===== config.mk =====
export PLATFORM = sky130hd
export DESIGN_NAME = updown_count_controller_flat
export DESIGN_NICKNAME = d
export VERILOG_FILES = /design/src/rtl/updown_count_controller_pkg.sv /design/src/rtl/updown_count_controller_if.sv /design/src/rtl/updown_count_controller_limit_cmp.sv /design/src/rtl/updown_count_controller.sv /design/src/flat_wrapper.sv
export SDC_FILE = /design/constraint.sdc
export NUM_CORES = 1
export LEC_CHECK = 0
export ABC_CLOCK_PERIOD_IN_PS = 3000
export CORE_UTILIZATION = 47
export DETAILED_ROUTE_END_ITERATION = 6
export HOLD_SLACK_MARGIN = 0.1
export PLACE_DENSITY = 0.81
export SLEW_MARGIN = 20
export SYNTH_ARGS = -nofsm -noshare
export SYNTH_HDL_FRONTEND = slang
export SYNTH_SLANG_ARGS = --single-unit

===== constraint.sdc =====
create_clock -name clk -period 3 [get_ports clk]
set_input_delay 0.3 -clock clk [delete_from_list [all_inputs] [get_ports clk]]
set_output_delay 0.3 -clock clk [all_outputs]
set_load 0.05 [all_outputs]

===== src/rtl/updown_count_controller_pkg.sv =====
// updown_ctrl_pkg: shared state encoding and counter mode constants for the up/down count controller.
package updown_ctrl_pkg;
    typedef enum logic [1:0] {IDLE, RUN_UP, RUN_DOWN} state_t;
    localparam logic MODE_UP = 1'b0;
    localparam logic MODE_DOWN = 1'b1;
endpackage


===== src/rtl/updown_count_controller_if.sv =====
// updown_count_controller_if: control/feedback bundle between a stimulus master and the controller.
interface updown_count_controller_if #(
    parameter int WIDTH = 4,
    parameter int REV_W = 8
);
    logic             start;
    logic             stop;
    logic             dir_req;
    logic             bounce_en;
    logic [WIDTH-1:0] low_lim;
    logic [WIDTH-1:0] high_lim;
    logic [WIDTH-1:0] count_in;
    logic             cnt_en;
    logic             cnt_mode;
    logic             busy;
    logic             done;
    logic             cfg_err;
    logic [REV_W-1:0] rev_count;
    modport master (
        output start, stop, dir_req, bounce_en, low_lim, high_lim, count_in,
        input  cnt_en, cnt_mode, busy, done, cfg_err, rev_count
    );
    modport slave (
        input  start, stop, dir_req, bounce_en, low_lim, high_lim, count_in,
        output cnt_en, cnt_mode, busy, done, cfg_err, rev_count
    );
endinterface


===== src/rtl/updown_count_controller_limit_cmp.sv =====
// updown_limit_cmp: combinational compare of the counter value against the programmed limits.
module updown_limit_cmp #(
    parameter int WIDTH = 4
) (
    input  logic [WIDTH-1:0] i_count,
    input  logic [WIDTH-1:0] i_low,
    input  logic [WIDTH-1:0] i_high,
    output logic             o_at_low,
    output logic             o_at_high,
    output logic             o_in_range
);
    assign o_at_low   = i_count == i_low;
    assign o_at_high  = i_count == i_high;
    // An empty or inverted window counts as out of range.
    assign o_in_range = (i_low < i_high) && (i_count >= i_low) && (i_count <= i_high);
endmodule


===== src/rtl/updown_count_controller.sv =====
// updown_count_controller: drives enable/mode of an up/down counter between limits, one-shot or bounce.
// Define UPDOWN_REV_COUNT_EN to build the saturating bounce-reversal counter on rev_count.
module updown_count_controller
    import updown_ctrl_pkg::*;
#(
    parameter int WIDTH = 4,
    parameter int REV_W = 8
) (
    input logic                     clk,
    input logic                     rst_n,
    updown_count_controller_if.slave ifc
);
    state_t r_state;
    logic   r_en, r_mode, r_busy, r_done, r_cfg_err;
    logic   w_at_low, w_at_high, w_in_range, w_start_lim;

    updown_limit_cmp #(.WIDTH(WIDTH)) u_cmp (
        .i_count    (ifc.count_in),
        .i_low      (ifc.low_lim),
        .i_high     (ifc.high_lim),
        .o_at_low   (w_at_low),
        .o_at_high  (w_at_high),
        .o_in_range (w_in_range)
    );

    // Counter already sits on the limit it was asked to head towards.
    assign w_start_lim = ifc.dir_req ? w_at_low : w_at_high;

    always_ff @(posedge clk or negedge rst_n) begin
        if (!rst_n) begin
            r_state   <= IDLE;
            r_en      <= 1'b0;
            r_mode    <= MODE_UP;
            r_busy    <= 1'b0;
            r_done    <= 1'b0;
            r_cfg_err <= 1'b0;
        end else begin
            r_done    <= 1'b0;
            r_cfg_err <= 1'b0;
            if (ifc.stop) begin
                r_state <= IDLE;
                r_en    <= 1'b0;
                r_busy  <= 1'b0;
            end else begin
                case (r_state)
                    IDLE: if (ifc.start) begin
                        if (!w_in_range) r_cfg_err <= 1'b1;
                        else if (w_start_lim && !ifc.bounce_en) r_done <= 1'b1;
                        else begin
                            r_state <= (ifc.dir_req ^ w_start_lim) ? RUN_DOWN : RUN_UP;
                            r_mode  <= ifc.dir_req ^ w_start_lim;
                            r_en    <= 1'b1;
                            r_busy  <= 1'b1;
                        end
                    end
                    RUN_UP: if (w_at_high) begin
                        if (ifc.bounce_en) begin
                            r_state <= RUN_DOWN;
                            r_mode  <= MODE_DOWN;
                        end else begin
                            r_state <= IDLE;
                            r_en    <= 1'b0;
                            r_busy  <= 1'b0;
                            r_done  <= 1'b1;
                        end
                    end
                    RUN_DOWN: if (w_at_low) begin
                        if (ifc.bounce_en) begin
                            r_state <= RUN_UP;
                            r_mode  <= MODE_UP;
                        end else begin
                            r_state <= IDLE;
                            r_en    <= 1'b0;
                            r_busy  <= 1'b0;
                            r_done  <= 1'b1;
                        end
                    end
                    default: r_state <= IDLE;
                endcase
            end
        end
    end

    assign ifc.cnt_en   = r_en;
    assign ifc.cnt_mode = r_mode;
    assign ifc.busy     = r_busy;
    assign ifc.done     = r_done;
    assign ifc.cfg_err  = r_cfg_err;

`ifdef UPDOWN_REV_COUNT_EN
    logic [REV_W-1:0] r_rev;
    logic             w_accept, w_reverse;
    assign w_accept  = (r_state == IDLE) && ifc.start && !ifc.stop && w_in_range;
    // A bounce start on the limit turns around immediately and counts as a reversal.
    assign w_reverse = !ifc.stop && ifc.bounce_en &&
                       (((r_state == RUN_UP) && w_at_high) || ((r_state == RUN_DOWN) && w_at_low) ||
                        (w_accept && w_start_lim));
    always_ff @(posedge clk or negedge rst_n) begin
        if (!rst_n) r_rev <= '0;
        else if (w_accept) r_rev <= REV_W'(w_reverse);
        else if (w_reverse && !(&r_rev)) r_rev <= r_rev + 1'b1;
    end
    assign ifc.rev_count = r_rev;
`else
    assign ifc.rev_count = {REV_W{1'b0}};
`endif
endmodule


===== src/flat_wrapper.sv =====
// flat-port wrapper written by rule: the top's interface ports become plain ports
module updown_count_controller_flat import updown_ctrl_pkg::*;
#(
    parameter int WIDTH = 4,
    parameter int REV_W = 8
)
  (clk, rst_n, ifc_start, ifc_stop, ifc_dir_req, ifc_bounce_en, ifc_low_lim, ifc_high_lim, ifc_count_in, ifc_cnt_en, ifc_cnt_mode, ifc_busy, ifc_done, ifc_cfg_err, ifc_rev_count);
  updown_count_controller_if #(.WIDTH(WIDTH), .REV_W(REV_W)) ifc_i ();
  input logic clk;
  input logic rst_n;
  input wire logic [$bits(ifc_i.start)-1:0] ifc_start;
  input wire logic [$bits(ifc_i.stop)-1:0] ifc_stop;
  input wire logic [$bits(ifc_i.dir_req)-1:0] ifc_dir_req;
  input wire logic [$bits(ifc_i.bounce_en)-1:0] ifc_bounce_en;
  input wire logic [$bits(ifc_i.low_lim)-1:0] ifc_low_lim;
  input wire logic [$bits(ifc_i.high_lim)-1:0] ifc_high_lim;
  input wire logic [$bits(ifc_i.count_in)-1:0] ifc_count_in;
  output wire logic [$bits(ifc_i.cnt_en)-1:0] ifc_cnt_en;
  output wire logic [$bits(ifc_i.cnt_mode)-1:0] ifc_cnt_mode;
  output wire logic [$bits(ifc_i.busy)-1:0] ifc_busy;
  output wire logic [$bits(ifc_i.done)-1:0] ifc_done;
  output wire logic [$bits(ifc_i.cfg_err)-1:0] ifc_cfg_err;
  output wire logic [$bits(ifc_i.rev_count)-1:0] ifc_rev_count;
  assign ifc_i.start = ifc_start;
  assign ifc_i.stop = ifc_stop;
  assign ifc_i.dir_req = ifc_dir_req;
  assign ifc_i.bounce_en = ifc_bounce_en;
  assign ifc_i.low_lim = ifc_low_lim;
  assign ifc_i.high_lim = ifc_high_lim;
  assign ifc_i.count_in = ifc_count_in;
  assign ifc_cnt_en = ifc_i.cnt_en;
  assign ifc_cnt_mode = ifc_i.cnt_mode;
  assign ifc_busy = ifc_i.busy;
  assign ifc_done = ifc_i.done;
  assign ifc_cfg_err = ifc_i.cfg_err;
  assign ifc_rev_count = ifc_i.rev_count;
  updown_count_controller #(.WIDTH(WIDTH), .REV_W(REV_W)) u_core (.clk(clk), .rst_n(rst_n), .ifc(ifc_i));
endmodule

# After elaboration in Yosys (flattened, before gate mapping)
# Index checks and enable logic that the tools add are counted.
# classes
n_eq_ne	16
order_cmp	3
mux	44
reduce_logical	10
n_bitwise	2
# op_table
op	count
$mux W1	31
$mux W2	8
$pmux W1 S3	4
$ne A3 B2 Y1 const B	3
$reduce_and A9 Y1	1
$eq A4 B4 Y1	2
$ne A2 B2 Y1 const B	4
$ne A2 B1 Y1 const B	3
$ne A3 B3 Y1 const B	2
$pmux W2 S3	1
$reduce_and A6 Y1	1
$reduce_and A5 Y1	1
$ge A4 B4 Y1	1
$le A4 B4 Y1	1
$lt A4 B4 Y1	1
$reduce_bool A4 Y1	1
$logic_and A1 B1 Y1	3
$reduce_bool A3 Y1	1
$eq A2 B1 Y1 const B	1
$eq A2 B2 Y1 const B	1
$logic_not A2 Y1	1
$logic_not A1 Y1	1
$not A1 Y1	1
$xor A1 B1 Y1	1
# totals
register_bits	7
elab_cells	81
output_inout_bits	13

# Longest topological paths before layout
# Gate-level depths: netlist of run 1.
# depth
depth_word	9
ltp_mapped	8

# Modules after synthesis
# Synthesis of run 1 repeated with hierarchy kept, for this count alone.
# hier_totals
hier_cells	106
hier_area_um2	907.1
# modules_own_cells
mod	cells_each	area_each_um2	n_inst	seq_area_each_um2
updown_count_controller	70	618.1	1	175.2
updown_limit_cmp	36	289.0	1	0.0

# Least setup slack after synthesis of run 1
# No wires, ideal clock.
# synth_path
kind	input to register
startpoint	in ifc_high_lim[3]
endpoint	reg u_core.r_mode (netlist: u_core.ifc.cnt_mode)
path_buffers	0
required_ns	2.872
stages	7
arrival_ns	2.007
setup_ns	0.128
slack_ns	0.866
cell_sequence	inv_1 -> ha_1 -> and2_4 -> a211o_1 -> o41ai_4 -> o2111ai_1 -> mux2_1
# synth_between
elab_chain_cells	7
# synth_lines
element	line	text
start, declared	flat_wrapper.sv:16	input wire logic [$bits(ifc_i.high_lim)-1:0] ifc_high_lim;
$eq A4 B4 Y1	updown_count_controller_limit_cmp.sv:13	assign o_at_high = i_count == i_high;
$mux W1	updown_count_controller.sv:27	assign w_start_lim = ifc.dir_req ? w_at_low : w_at_high;
$xor A1 B1 Y1	updown_count_controller.sv:51	r_mode <= ifc.dir_req ^ w_start_lim;
$mux W1	updown_count_controller.sv:48	else if (w_start_lim && !ifc.bounce_en) r_done <= 1'b1;
$mux W1	updown_count_controller.sv:47	if (!w_in_range) r_cfg_err <= 1'b1;
$mux W1	updown_count_controller.sv:46	IDLE: if (ifc.start) begin
$pmux W1 S3	updown_count_controller.sv:45	case (r_state)
end signal, assigned	updown_count_controller.sv:51	
end, declared	updown_count_controller.sv:14	logic r_en, r_mode, r_busy, r_done, r_cfg_err;
# Parallel ways exist; a longest one is shown, timed or not. The select of a mux whose other input is x is not followed.
# A chain may end at the register's enable or synchronous reset.

# Worst setup path after layout of run 1
# Same ends and word-level chain as after synthesis.

==> results summary, run 1 <==
The delay of the slowest cell on the worst path came out at 0.47 ns. The critical path goes through clkdlybuf4s50_1, inv_1, ha_1, a21oi_1, o21ai_0, a211o_1, o41ai_4, o2111ai_1, mux2_1. The fraction of the core area covered by cells at the end of the flow is 67.5%. The number of different library cells used by synthesis comes to 32. On the critical path, the stage with the largest delay is an instance of sky130_fd_sc_hd__o41ai_4. The post-place instance area is 1040 sq um. STA classifies the critical path endpoint as a register.

The checks that failed: design-rule violations. The design draws around 0.00044 W. The upper clock frequency limit is 399 MHz. The leading area contributor after synthesis is sky130_fd_sc_hd__ha_1. The ratio of final minimum period to clock period came out at between 80% and 90%. No sink is reached through more buffers than the 2 on the longest clock path. The via count of the first global-routing pass came out at 695. The cell family contributing the most delay on the critical path is compound AO/OA/AOI/OAI gates. The number of sinks handled by clock tree synthesis came out at 7. The number of pins exceeding their max-slew limit in the final report came out at 0.

The I/O pin count is 31. The number of buffers inserted by post-CTS setup repair came out at 0. The post-cts sizing count came out at 0. The worst setup path is launched from an input port.

The number of port buffers came out at 22. The total number of H-tree levels is 1. The wire length reported by the detailed router is about 1800 microns.

The number of violations of the max-capacitance limit came out at 0. For this run, the total global-route usage over all layers was measured as 20.1%. After detailed routing, the number of vias per cell comes to 5.66.

The clock insertion delay at the later pin of the skew report is 0.26 ns. The half-perimeter wire length after placement came out at approximately 1500 microns. The placeable core region is 1580 sq um. For this run, design rule violations remaining after detail routing come to 3. The layout cell share with drive strength beyond 1 came out at 10.2%. The cell leakage power came out at 0.496 nW.

The total via count in the routed design is 759. The transition time at the pin with the least slew margin came out at 0.513 ns. The flow ran to the end, but the final reports show violations. The finished cells cover 1060 sq um. The number of clock buffers added by TritonCTS is 3. In this run the worst path has a maximum fanout of 5. Across all hold checks on the routed design, the worst slack comes to approximately 0.30 ns.

The arrival time at the worst endpoint is 2.64 ns. The count of flip-flops with a built-in enable after synthesis is 0. The clock tree from TritonCTS is done. The share of the yosys chip area belonging to registers came out at 20.9%.

The final period demand of the worst path came out at 2.50 ns. Clock-pin slew was measured on the worst setup and hold paths at 0.06 ns. In the synthesized netlist the dominant register cell turns out to be sky130_fd_sc_hd__dfrtp_1. The number of flip-flops and latches in the synthesized netlist is 7. The DRC marker count from the first detailed-route iteration is 30.

The number of endpoints with negative hold slack in the final report is 0. The count of nets after finishing is 152. The share of synthesized area in the top cell type comes to roughly 22%. The yosys synthesis warning count is 0.

The overall die height is 44.2 microns. The number of antenna diodes in the final layout is 0. The number of antenna violations at the first check in global routing came out at 0. The final worst clock skew came out at 0.00670 ns. The area growth from synthesis to layout came out at 27.2%. The root buffer cell is sky130_fd_sc_hd__clkbuf_4.

The effective utilization at floorplan is about 53%. The critical path contains buffers and inverters numbering 2 combined. The count of final setup violators is 0. For this design, the CTS-stage hold fixing added 0 buffers. After routing, the total negative slack on setup checks comes to 0 ns.

The die span in x came out at 44.2 microns. Routability-driven placement finished with a final weighted congestion of 0.877. The overall die area came out at approximately 2000 sq um. The routed length per instance came out at between 10 and 15 microns. The count of mapped cells out of synthesis came out at 94.

Once detail routing completed, the nets flagged for antenna violations numbered 0. The wire length of the first global-routing pass is ~2900 microns. After synthesis, the cell types taking the most area are sky130_fd_sc_hd__ha_1 22%, sky130_fd_sc_hd__dfrtp_1 21%, sky130_fd_sc_hd__buf_4 7.2%. The fraction of registers with async set/reset is 100%.

The setup path with the least slack is of type input port to register. The total congestion overflow after global routing is 0. Summing every instance area after synthesis gives between 800 and 900 sq um. The maximum vdd ir drop is 0.000422 V. The total power density per cell area is 417 nW/um^2. The floorplan row count came out at 14.

For the worst setup path, the data required time is 3.13 ns. Setup repair after global routing left no endpoint under its margin. The first-pass iteration count of the detailed router is 6. The average instance in the mapped netlist occupies 8.90 sq um. The headroom to the max-slew limit came out at between 60 and 70%. The maximum number of pins on one net before global-route repair came out at 9. The path class of the lowest-slack min-delay path is input port to async pin.
kinds of logic (layout without fill, tap and decap cells):
| logic type | count (synthesis) | count (layout) | share of synthesized area (%) |
|---|---|---|---|
| multiplexers | 3 | 3 | 3.89 |
| adder cells (fa/ha/maj) | 15 | 15 | 22.4 |
| AO/OA/AOI/OAI | 22 | 22 | 23.0 |
| buffers and inverters | 21 | 38 | 13.2 |
| AND/OR/NAND/NOR | 25 | 25 | 16.1 |
| flip-flops | 7 | 7 | 20.9 |
| other | 1 | 8 | 0.448 |
area by class of cell:
cell class / instances / area [sq um]
well taps: 16 / 20.0
multi-input cells: 73 / 578
fillers: 123 / 512
flip-flops and latches: 7 / 175
inverters: 12 / 45.0
repair buffers: 22 / 220
clock buffers: 4 / 26.3
routing by layer:
metal	wire (microns)	global-route usage (%)	share of wire, %
met4	0	4.85	0
met5	0	0	0
met2	827	32.9	47
met3	125	5.31	7.1
met1	797	26.4	46
synth_stat cells (3+ instances only):
master	number
sky130_fd_sc_hd__a21oi_1	3
sky130_fd_sc_hd__buf_4	8
sky130_fd_sc_hd__inv_1	12
sky130_fd_sc_hd__nor3_1	4
sky130_fd_sc_hd__ha_1	15
sky130_fd_sc_hd__dfrtp_1	7
sky130_fd_sc_hd__nor2_1	5
sky130_fd_sc_hd__nand2_1	3
sky130_fd_sc_hd__o21ai_0	7
worst register-to-register path, cell delays in order (launching register included):
cell and delay (ns):
sky130_fd_sc_hd__dfrtp_1 0.38, sky130_fd_sc_hd__inv_1 0.09, sky130_fd_sc_hd__ha_1 0.26, sky130_fd_sc_hd__a22oi_1 0.17
sky130_fd_sc_hd__o21ai_0 0.10, sky130_fd_sc_hd__nor2_1 0.32, sky130_fd_sc_hd__o2111ai_1 0.19, sky130_fd_sc_hd__mux2_1 0.34
report_power, final:
group	internal (W)	switching, W	total (W)
Combinational	0.0000935	0.000146	0.000239
Clock	0.0000510	0.0000380	0.0000889
Sequential	0.000108	0.00000767	0.000116
registers in the layout, summed over array words and instances, names as in the netlist:
name                 cells
u_core.ifc.cnt_mode      1
u_core.r_state           2
u_core.ifc.done          1
u_core.ifc.busy          1
u_core.ifc.cfg_err       1
u_core.ifc.cnt_en        1
placed cells by master (no fill, tap or decap), types with 3 or more instances in the layout:
master | netlist | final
sky130_fd_sc_hd__conb_1 | 1 | 8
sky130_fd_sc_hd__clkdlybuf4s50_1 | 0 | 22
sky130_fd_sc_hd__nor3_1 | 4 | 4
sky130_fd_sc_hd__nand2_1 | 3 | 3
sky130_fd_sc_hd__inv_1 | 12 | 12
sky130_fd_sc_hd__a21oi_1 | 3 | 3
sky130_fd_sc_hd__ha_1 | 15 | 15
sky130_fd_sc_hd__clkbuf_4 | 0 | 3
sky130_fd_sc_hd__dfrtp_1 | 7 | 7
sky130_fd_sc_hd__o21ai_0 | 7 | 7
sky130_fd_sc_hd__nor2_1 | 5 | 5
per-stage QoR:
step           setup WS [ns]  std cells
6_report               0.496        134
5_1_grt                0.397        134
2_1_floorplan          0.866        101
4_1_cts                0.524        134
3_5_place_dp           0.256        130
3_3_place_gp           0.338        130
path summary, 6_finish.rpt:
path / start / end / slack, ns / cells past startpoint
worst min-delay path: rst_n / u_core.ifc.done$_DFF_PN0_ / 0.30 / 1
max in group asynchronous: rst_n / u_core.ifc.cnt_en$_DFFE_PN0P_ / 2.46 / 1
worst min register to register: u_core.ifc.cnt_mode$_DFFE_PN0P_ / u_core.ifc.cnt_mode$_DFFE_PN0P_ / 0.49 / 1
min in group clk: u_core.ifc.cnt_mode$_DFFE_PN0P_ / u_core.ifc.cnt_mode$_DFFE_PN0P_ / 0.49 / 1
worst max-delay path: ifc_high_lim[3] / u_core.ifc.cnt_mode$_DFFE_PN0P_ / 0.50 / 9
worst max register to register: u_core.r_state[0]$_DFFE_PN0P_ / u_core.ifc.cnt_mode$_DFFE_PN0P_ / 1.03 / 7
Power figures use the tool's default switching activity.
==> run 2, diff against run 1 <==
ABC_CLOCK_PERIOD_IN_PS = 2250   (was 3000)
CORE_ASPECT_RATIO = 0.7   (was default)
CORE_UTILIZATION = 39   (was 47)
PLACE_DENSITY = 0.72   (was 0.81)
clock period = 2.25 ns   (was 3 ns; I/O delays follow)
==> run 2 against run 1 <==
The flow still finishes with violations (design-rule violations). Sequential share of layout area decreased by 3.5 points. Via count increased by 11%. Global-route usage increased by 1.0 points. Wire length increased by 34%.
==> results summary, run 2 (synthesis gave the netlist of run 1 again) <==
In the routed layout, each cell is associated on average with a via count of 5.43. The register with the most flip-flops is u_core.r_state. The die span in x is 57.4 microns.

The final worst clock skew came out at about 0.0065 ns. The tightest min-delay check is of the input port to async pin type. Tracing the worst setup path back leads to its startpoint at ifc_low_lim[0]. The cell leakage power came out at roughly 0.65 nW.

The upper clock frequency limit came out at 449 MHz. The number of antenna violations at the first check in global routing is 0. The global-route usage over all layers is 21.1%.

The final antenna diode count is 0. The I/O pin count came out at 31. Of the available clock period, the critical path in the final layout requires 99.1%. The total congestion overflow after global routing came out at 0. CTS built an H-tree with a depth of 1. In the layout the commonest cells are 16 x sky130_fd_sc_hd__clkdlybuf4s50_1, 14 x sky130_fd_sc_hd__buf_4, 9 x sky130_fd_sc_hd__ha_1. The number of remaining DRC errors came out at 2.

The global routing stage identified its most utilized layer as met2. The weighted congestion reported at the end of routability-driven placement is a little under 0.9. The number of pins exceeding their max-slew limit in the final report was 0. The via count of the first global-routing pass came out at 804.

The effective utilization at floorplan came out at 43.2%. Clock-pin slew was measured on the worst setup and hold paths at 0.06 ns. Before antenna repair, the detailed router went through 6 iterations.

For the worst-skew pair, the clock arrives at the later sink with an insertion delay of 0.26 ns. Setup violations remaining at the end of the flow were counted as 0. TritonCTS built the clock tree. The most frequent standard cell in the layout excluding fill and tap cells is sky130_fd_sc_hd__clkdlybuf4s50_1. For the finished layout, the period the worst path requires is 2.23 ns. The root buffer cell is sky130_fd_sc_hd__clkbuf_4. Once detail routing completed, the nets flagged for antenna violations numbered 0.

The half-perimeter wire length after placement is roughly 1800 microns. The count of buffers added on input and output ports is 22. The maximum clock insertion buffer count is 2. The worst-case hold slack came out at 0.219 ns. The maximum number of pins on one net before global-route repair is 9.

The count of nets after finishing came out at 167. The total power density per cell area came out at 527 nW/um^2. The worst setup path is captured at a register. The headroom to the max-slew limit is 66.0%. The number of sinks handled by clock tree synthesis came out at 7.

The flip-flop count of the largest register, all copies and words added came out at 2. The global-route track usage on met2 is 34.3%. The startpoint identified for the worst register-to-register timing path is u_core.r_state[0]$_DFFE_PN0P_. The endpoint required time on the critical path came out at 2.41 ns. Setup slack on the critical path of the routed design comes to 0.0205 ns.

The met3 capacity usage during global routing came out at under 10%. The overall die height came out at 40.8 microns. The routed design has 2350 microns of wire. The final reports fail on design-rule violations. For this block, the initial DRC count from the detailed router was 26. The detailed router placed 842 vias in this run. The floorplan row count is 13.

The overall die area is 2340 sq um. The pre-CTS worst setup slack is -0.356 ns. The routed length per instance came out at 15.1 microns. The arrival time at the worst endpoint came out at 2.38 ns. The number of endpoints with negative hold slack in the final report came out at 0.

The maximum vdd ir drop came out at between 0.0003 and 0.0004 V. The number of violations of the max-capacitance limit came out at 0. In this run, CTS created clock tree buffers numbering 3. The run finished, with violations left.

The setup path with the least slack is of type input port to register. The first global-routing pass estimated 3610 microns of wire. The worst setup path is launched from an input port. The region available for standard cell placement spans between 1500 and 2000 sq um. The transition time at the pin with the least slew margin came out at 0.508 ns.

The layout cell share with drive strength beyond 1 came out at 34.6%. The worst-path maximum fanout is 4. The routing usage on met1 came out at around 28%. From synthesis to final layout, the design area changed by 61.1%.
## run 2: critical path, stage by stage
cell and delay, ns:
sky130_fd_sc_hd__clkdlybuf4s50_1 0.51, sky130_fd_sc_hd__ha_4 0.22, sky130_fd_sc_hd__nand2b_4 0.14, sky130_fd_sc_hd__a2111oi_4 0.47
sky130_fd_sc_hd__o41ai_4 0.15, sky130_fd_sc_hd__buf_4 0.17, sky130_fd_sc_hd__buf_4 0.13, sky130_fd_sc_hd__a211o_4 0.31
sky130_fd_sc_hd__o41ai_2 0.05
## run 2: through the flow
step,cells,area [sq um],power [W],TNS [ns],utilization (%)
6_report,155,1350,0.000711,0,69.7
3_3_place_gp,146,1120,0.000500,-1.41,57.9
4_1_cts,152,1180,0.000644,-0.0177,61.1
2_1_floorplan,101,863,0.000388,0,-
5_1_grt,155,1350,0.000752,-0.00203,69.7
3_5_place_dp,146,1120,0.000509,-1.84,57.9
## run 2: area by class of cell
type / count / area (sq um)
clock buffer: 4 / 26.3
fill: 133 / 587
inverter: 12 / 45.0
multi-input combinational: 73 / 723
sequential: 7 / 175
tap: 22 / 27.5
timing repair buffer: 37 / 352
## run 2: final timing paths
check / to / slack, ns / depth (start not counted)
max: u_core.r_state[0]$_DFFE_PN0P_ / 0.02 / 9
min: u_core.ifc.done$_DFF_PN0_ / 0.22 / 1
max reg2reg: u_core.r_state[0]$_DFFE_PN0P_ / 0.29 / 8
min reg2reg: u_core.ifc.cnt_mode$_DFFE_PN0P_ / 0.51 / 1
max in group asynchronous: u_core.r_state[1]$_DFFE_PN0P_ / 1.79 / 1
min in group clk: u_core.ifc.cnt_mode$_DFFE_PN0P_ / 0.51 / 1
## run 2: routing by layer
layer	routed length, microns	vias to the layer above
li1	-	405
met1	1090	404
met2	1090	31
met3	146	2
met4	14	0
met5	0	-
## run 2: repair_timing
| item | in CTS | in global routing |
|---|---|---|
| setup endpoints to repair | 4 | 6 |
| buffers inserted | 2 | 3 |
| pin swaps | 3 | 9 |
| hold buffers | 0 | 0 |
| gates resized for setup | 2 | 32 |
## run 2: report_power, final
| group | switching, W | leakage, nW | total (W) | internal, W |
|---|---|---|---|---|
| Sequential | 0.0000108 | 0.0945 | 0.000155 | 0.000145 |
| Combinational | 0.000244 | 0.536 | 0.000436 | 0.000192 |
| Clock | 0.0000515 | 0.0150 | 0.000119 | 0.0000680 |
| Total | 0.000306 | 0.645 | 0.000711 | 0.000405 |
